`src/rtl/reset_sequencer_pkg.sv`:
```
// Shared definitions for the reset sequencer: FSM state encoding and a
// constant-foldable ceil(log2) helper used to size counters and indices.
package reset_sequencer_pkg;

   typedef enum logic [1:0] {
      S_WAIT = 2'd0,   // waiting for the clock source to lock
      S_HOLD = 2'd1,   // lock seen, holding every output asserted
      S_REL  = 2'd2,   // releasing outputs one stage at a time
      S_RUN  = 2'd3    // every output released
   } state_t;

   // Smallest r such that 2**r >= value (0 for value <= 1).
   function automatic int clog2(input int value);
      int r;
      r = 0;
      while ((1 << r) < value) begin
         r = r + 1;
      end
      return r;
   endfunction

endpackage

```
`src/rtl/reset_sequencer_sync.sv`:
```
// Multi-flop single-bit synchronizer that brings an asynchronous level into
// the i_clk domain. Cleared to 0 by the asynchronous reset so a lock
// indication is never trusted until it has crossed every stage.
module rst_sync #(
   parameter int STAGES = 2
) (
   input  logic i_clk,
   input  logic i_rst,
   input  logic i_d,
   output logic o_q
);

   logic [STAGES-1:0] sync_q;

   // Shift the asynchronous input through the synchronizer chain.
   always_ff @(posedge i_clk or posedge i_rst) begin
      if (i_rst) begin
         sync_q <= '0;
      end else begin
         sync_q <= {sync_q[STAGES-2:0], i_d};
      end
   end

   assign o_q = sync_q[STAGES-1];

endmodule

```
`src/rtl/reset_sequencer.sv`:
```
// Power-on / soft reset generator. Waits for clock lock, holds all resets for
// HOLD cycles, then releases o_rst[0..N_OUT-1] one after another every
// STAGGER cycles. Lock loss or a soft-reset request re-asserts every output
// on a single edge. All outputs come straight from flops.
module reset_sequencer
   import reset_sequencer_pkg::*;
#(
   parameter int N_OUT   = 4,
   parameter int HOLD    = 16,
   parameter int STAGGER = 4,
   parameter int SYNC    = 2
) (
   input  logic             i_clk,
   input  logic             i_rst,
   input  logic             i_locked,
   input  logic             i_req,
   output logic [N_OUT-1:0] o_rst,
   output logic             o_ready
);

   localparam int CNT_MAX = (HOLD > STAGGER) ? HOLD : STAGGER;
   localparam int CNT_W   = clog2(CNT_MAX + 1);
   localparam int IDX_W   = (N_OUT > 1) ? clog2(N_OUT) : 1;

   localparam logic [CNT_W-1:0] HOLD_LOAD = CNT_W'(HOLD - 1);
   localparam logic [CNT_W-1:0] STAG_LOAD = CNT_W'(STAGGER - 1);
   localparam logic [IDX_W-1:0] IDX_LAST  = IDX_W'(N_OUT - 1);
   localparam logic [N_OUT-1:0] ALL_ON    = {N_OUT{1'b1}};

   state_t            state_q;
   logic [CNT_W-1:0]  cnt_q;
   logic [IDX_W-1:0]  idx_q;
   logic [N_OUT-1:0]  o_rst_q;
   logic              ready_q;
   logic              locked_s;
   logic [N_OUT-1:0]  rel_mask;

   rst_sync #(
      .STAGES (SYNC)
   ) u_lock_sync (
      .i_clk (i_clk),
      .i_rst (i_rst),
      .i_d   (i_locked),
      .o_q   (locked_s)
   );

   // One-hot mask selecting the stage currently being released.
   for (genvar gi = 0; gi < N_OUT; gi++) begin : g_rel_mask
      assign rel_mask[gi] = (idx_q == IDX_W'(gi));
   end

   // Sequencer FSM: lock loss beats a soft request, which beats normal flow.
   always_ff @(posedge i_clk or posedge i_rst) begin
      if (i_rst) begin
         state_q <= S_WAIT;
         cnt_q   <= '0;
         idx_q   <= '0;
         o_rst_q <= ALL_ON;
         ready_q <= 1'b0;
      end else if ((state_q != S_WAIT) && !locked_s) begin
         state_q <= S_WAIT;
         o_rst_q <= ALL_ON;
         ready_q <= 1'b0;
      end else if ((state_q != S_WAIT) && i_req) begin
         state_q <= S_HOLD;
         cnt_q   <= HOLD_LOAD;
         o_rst_q <= ALL_ON;
         ready_q <= 1'b0;
      end else begin
         case (state_q)
            S_WAIT: begin
               o_rst_q <= ALL_ON;
               ready_q <= 1'b0;
               if (locked_s) begin
                  cnt_q   <= HOLD_LOAD;
                  state_q <= S_HOLD;
               end
            end
            S_HOLD: begin
               if (cnt_q == '0) begin
                  o_rst_q[0] <= 1'b0;
                  if (N_OUT == 1) begin
                     ready_q <= 1'b1;
                     state_q <= S_RUN;
                  end else begin
                     idx_q   <= IDX_W'(1);
                     cnt_q   <= STAG_LOAD;
                     state_q <= S_REL;
                  end
               end else begin
                  cnt_q <= cnt_q - CNT_W'(1);
               end
            end
            S_REL: begin
               if (cnt_q == '0) begin
                  o_rst_q <= o_rst_q & ~rel_mask;
                  if (idx_q == IDX_LAST) begin
                     ready_q <= 1'b1;
                     state_q <= S_RUN;
                  end else begin
                     idx_q <= idx_q + IDX_W'(1);
                     cnt_q <= STAG_LOAD;
                  end
               end else begin
                  cnt_q <= cnt_q - CNT_W'(1);
               end
            end
            S_RUN: begin
               o_rst_q <= '0;
               ready_q <= 1'b1;
            end
            default: begin
               state_q <= S_WAIT;
               o_rst_q <= ALL_ON;
               ready_q <= 1'b0;
            end
         endcase
      end
   end

   assign o_rst   = o_rst_q;
   assign o_ready = ready_q;

endmodule
```
`config.mk`:
```
export PLATFORM = sky130hd
export DESIGN_NAME = reset_sequencer
export DESIGN_NICKNAME = d
export VERILOG_FILES = /design/src/rtl/reset_sequencer_pkg.sv /design/src/rtl/reset_sequencer_sync.sv /design/src/rtl/reset_sequencer.sv
export SDC_FILE = /design/constraint.sdc
export NUM_CORES = 1
export LEC_CHECK = 0
export CAP_MARGIN = 20
export CORE_UTILIZATION = 35
export CTS_BUF_LIST = sky130_fd_sc_hd__clkbuf_16
export DETAILED_ROUTE_END_ITERATION = 7
export MAX_ROUTING_LAYER = met4
export PLACE_DENSITY = 0.63
export SLEW_MARGIN = 30
export SYNTH_ARGS = -nofsm -noshare
export SYNTH_HDL_FRONTEND = slang
export SYNTH_SLANG_ARGS = --single-unit
```
`constraint.sdc`:
```
create_clock -name i_clk -period 1.9 [get_ports i_clk]
set_clock_uncertainty 0.05 [all_clocks]
set_input_delay 0.38 -clock i_clk [delete_from_list [all_inputs] [get_ports i_clk]]
set_output_delay 0.38 -clock i_clk [all_outputs]
set_load 0.03 [all_outputs]
```
==> flow_metrics.py <==
metrics = {
    "timing": {
        "fin_setup_tns_ns": 0,
        "setup_slack_ns": 0.0366,
        "finalSetupViolCount": 0,
        "max_freq_mhz": 537,
        "slew_headroom_pct": 60.2,
        "period_minus_slack_ns": 1.86,
        "final.period_utilization_pct": 98.1,
        "slew_viol_final": 0,
        "rsz0062_at_grt": "no",
        "finalHoldViolations": 0,
        "holdWs_ns": 0.304,
        "worst_pin_slew_ns": 0.596,
    },
    "detailed_routing": {
        "drtAntennaViolNets": 0,
        "via_per_inst": 5.51,
        "vias": 893,
        "drt_iter0_markers": 37,
        "drt_first_pass_iters": 6,
        "avgRoutedWirePerCell_um": 15.0,
        "drc": 1,
        "postRouteWirelength_um": 2430,
    },
    "floorplan": {
        "die-height_um": 57.5,
        "start_util_pct": 38.1,
        "rows": 19,
        "ios": 9,
        "core-area_mm2": 0.00283,
        "die_x_um": 57.5,
        "dieArea_mm2": 0.00331,
    },
    "pwr": {
        "p_leak_nw": 0.614,
        "power_mw": 2.20,
        "vdd_drop_max_mv": 0.942,
        "power.density_mw_per_mm2": 1520,
    },
    "logic_synthesis": {
        "yosysSeqAreaShare_pct": 37.6,
        "synth-edff-count": 0,
        "synthCells": 104,
        "synth_nets": 119,
        "synth-async-reset-ratio_pct": 100,
        "synth_area_mm2": 0.00108,
        "synth_top_area_share_pct": 27.8,
        "synth_top_cell_by_area": "dfrtp_1",
        "synth.area.top_cells": "dfrtp_1 28%, ha_1 13%, dfstp_2 9.7%, o211ai_1 4.9%, inv_1 3.5%",
        "synth_cell_types": 42,
        "ys_ff_latch": 16,
        "yosys_most_used_dff": "dfrtp_1",
        "syn_area_per_cell_um2": 10.4,
        "yosys_warnings": 0,
    },
    "placement": {
        "dp_cells": 156,
        "numPortBuffers": 8,
        "place_hpwl_um": 1880,
        "gp_congestion": 0.848,
        "place_ws_ns": -0.0701,
        "place_area_mm2": 0.00132,
    },
    "finish": {
        "nets": 147,
        "stdcell_count": 162,
        "final_area_mm2": 0.00145,
        "drive_gt1_share_pct": 36.6,
        "antenna_cells": 0,
        "fin_util_pct": 51.1,
        "syn_to_final_growth_pct": 34.1,
    },
    "critical_path": {
        "path_buf_inv": 1,
        "cp_data_required_time_ns": 1.47,
        "start_kind": "flip-flop",
        "r2r_end": "state_q[0]",
        "worstReg2RegStart": "cnt_q[0]",
        "crit_start": "o_rst[3]",
        "endpoint_kind": "primary output",
        "critPathKind": "flip-flop to primary output",
        "critPathMaxStageDelay_ns": 0.66,
        "crit_fanout": 2,
        "critical_path.top_delay_family": "buffers and inverters",
        "worstPathCellList": "clkdlybuf4s50_1",
        "critPathSlowestCell": "clkdlybuf4s50_1",
        "cp.arrival_ns": 1.43,
        "reg2regPathDepth": 8,
        "cp.depth": 1,
        "critPathCapture": "o_rst[3]",
        "reg2reg_slack_ns": 0.08,
    },
    "clock_tree": {
        "clockBufferDepth": 2,
        "cts_hold_buf": 0,
        "cts.sinks": 16,
        "cts.reportedPaths.clkPinSlew_ns": 0.05,
        "htreeDepth": 1,
        "clkLatencyLatePin_ns": 0.25,
        "root_buffer": "clkbuf_16",
        "cts_tree": "built",
        "cts_buffers": 3,
    },
    "global_route": {
        "grt_pass1_vias": 923,
        "antenna_found_initial": 0,
        "grt_max_degree": 17,
        "grt_remaining_overflow": 0,
        "grt_first_pass_wirelength_um": 4230,
        "globalRouteTotalUtil_pct": 17.3,
    },
    "job": {
        "maxCapViolCount": 0,
    },
    "run_status": {
        "violations": "design-rule violations",
        "outcome": "finished with violations",
    },
    "min_path": {
        "holdPathStages": 0,
        "hold_path.class": "flip-flop to flip-flop",
    },
}
[worst register-to-register path, cell delays in order, from the launching register on]
cell	delay, ns
dfrtp_1	0.37
inv_2	0.05
ha_4	0.16
nor4b_4	0.12
buf_4	0.16
buf_4	0.14
a211oi_2	0.24
o31ai_1	0.11
a211o_1	0.29
[flip-flops by register name, summed over array words and instances, names as in the netlist]
signal	count
o_ready	1
o_rst	4
cnt_q	5
u_lock_sync.sync_q	2
state_q	2
idx_q	2
[layout by cell type, fill, tap and decap left out, types with 2 or more instances in the layout]
cell             instances
dfstp_2                  4
ha_2                     3
inv_2                    5
clkdlybuf4s50_1          8
o31ai_1                  2
ha_1                     7
nand2_1                  6
nor2_1                   3
nor3_1                   3
o21ai_0                  2
nor2b_1                  2
nand4_1                  3
inv_1                    6
o211ai_1                 7
mux2_4                   2
a211o_1                  3
buf_4                   18
dfrtp_1                 12
a221o_1                  3
clkbuf_16                3
a21oi_1                  3
[report_power, final]
group | internal (mW) | total, mW | switching, mW
logic | 0.611 | 1.28 | 0.665
clock network | 0.279 | 0.408 | 0.129
registers | 0.450 | 0.512 | 0.0620
total | 1.34 | 2.20 | 0.856
[cells in the mapped netlist, types with 2 or more instances]
library cell and count:
inv_1 10, a211oi_1 2, dfstp_2 4, ha_1 11, nor2b_1 2, o31ai_1 2
dfrtp_1 12, o21ai_0 2, a211o_1 3, mux2_4 2, buf_2 2, o211ai_1 7
a21oi_1 3, nand2_1 6, a221o_1 3, nor3_1 3, nor2_1 3, nand4_1 3
[worst min-delay path by stage]
stage | start | slack (ns) | to
3_3_place_gp | u_lock_sync.sync_q[0] | 0.30 | u_lock_sync.sync_q[1]
5_1_grt | u_lock_sync.sync_q[0] | 0.31 | u_lock_sync.sync_q[1]
2_1_floorplan | i_rst | 0.24 | cnt_q[0]
3_5_place_dp | u_lock_sync.sync_q[0] | 0.30 | u_lock_sync.sync_q[1]
6_report | u_lock_sync.sync_q[0] | 0.30 | u_lock_sync.sync_q[1]
4_1_cts | u_lock_sync.sync_q[0] | 0.31 | u_lock_sync.sync_q[1]
[layer usage]
metal	track usage [%]	share of wire, %
met1	24.6	52
met2	24.9	43
met3	2.72	3.8
met4	6.27	1.2
met5	-	0
[cell type report]
class	instances	area (um^2)
tap	31	38.8
timing repair buffer	26	215
fill	264	1380
inverter	11	41.3
sequential	16	405
multi-input combinational	74	667
clock buffer	3	75.1
clock inverter	1	3.75
[kinds of logic after synthesis]
logic type	count (synthesis)	synth area share [%]
AOI/OAI and AO/OA	36	26.1
adders and majority gates	11	12.8
buffers and inverters	14	5.80
DFF	16	37.6
muxes	3	3.71
and+or+nand+nor	24	14.0
[what timing repair did]
item / CTS / global route
setup buffers: 1 / 1
gates resized for setup: 4 / 7
endpoints found under the setup margin: 10 / 11
pin swaps: 0 / 4
No activity file was read; power rests on OpenSTA's default activity.
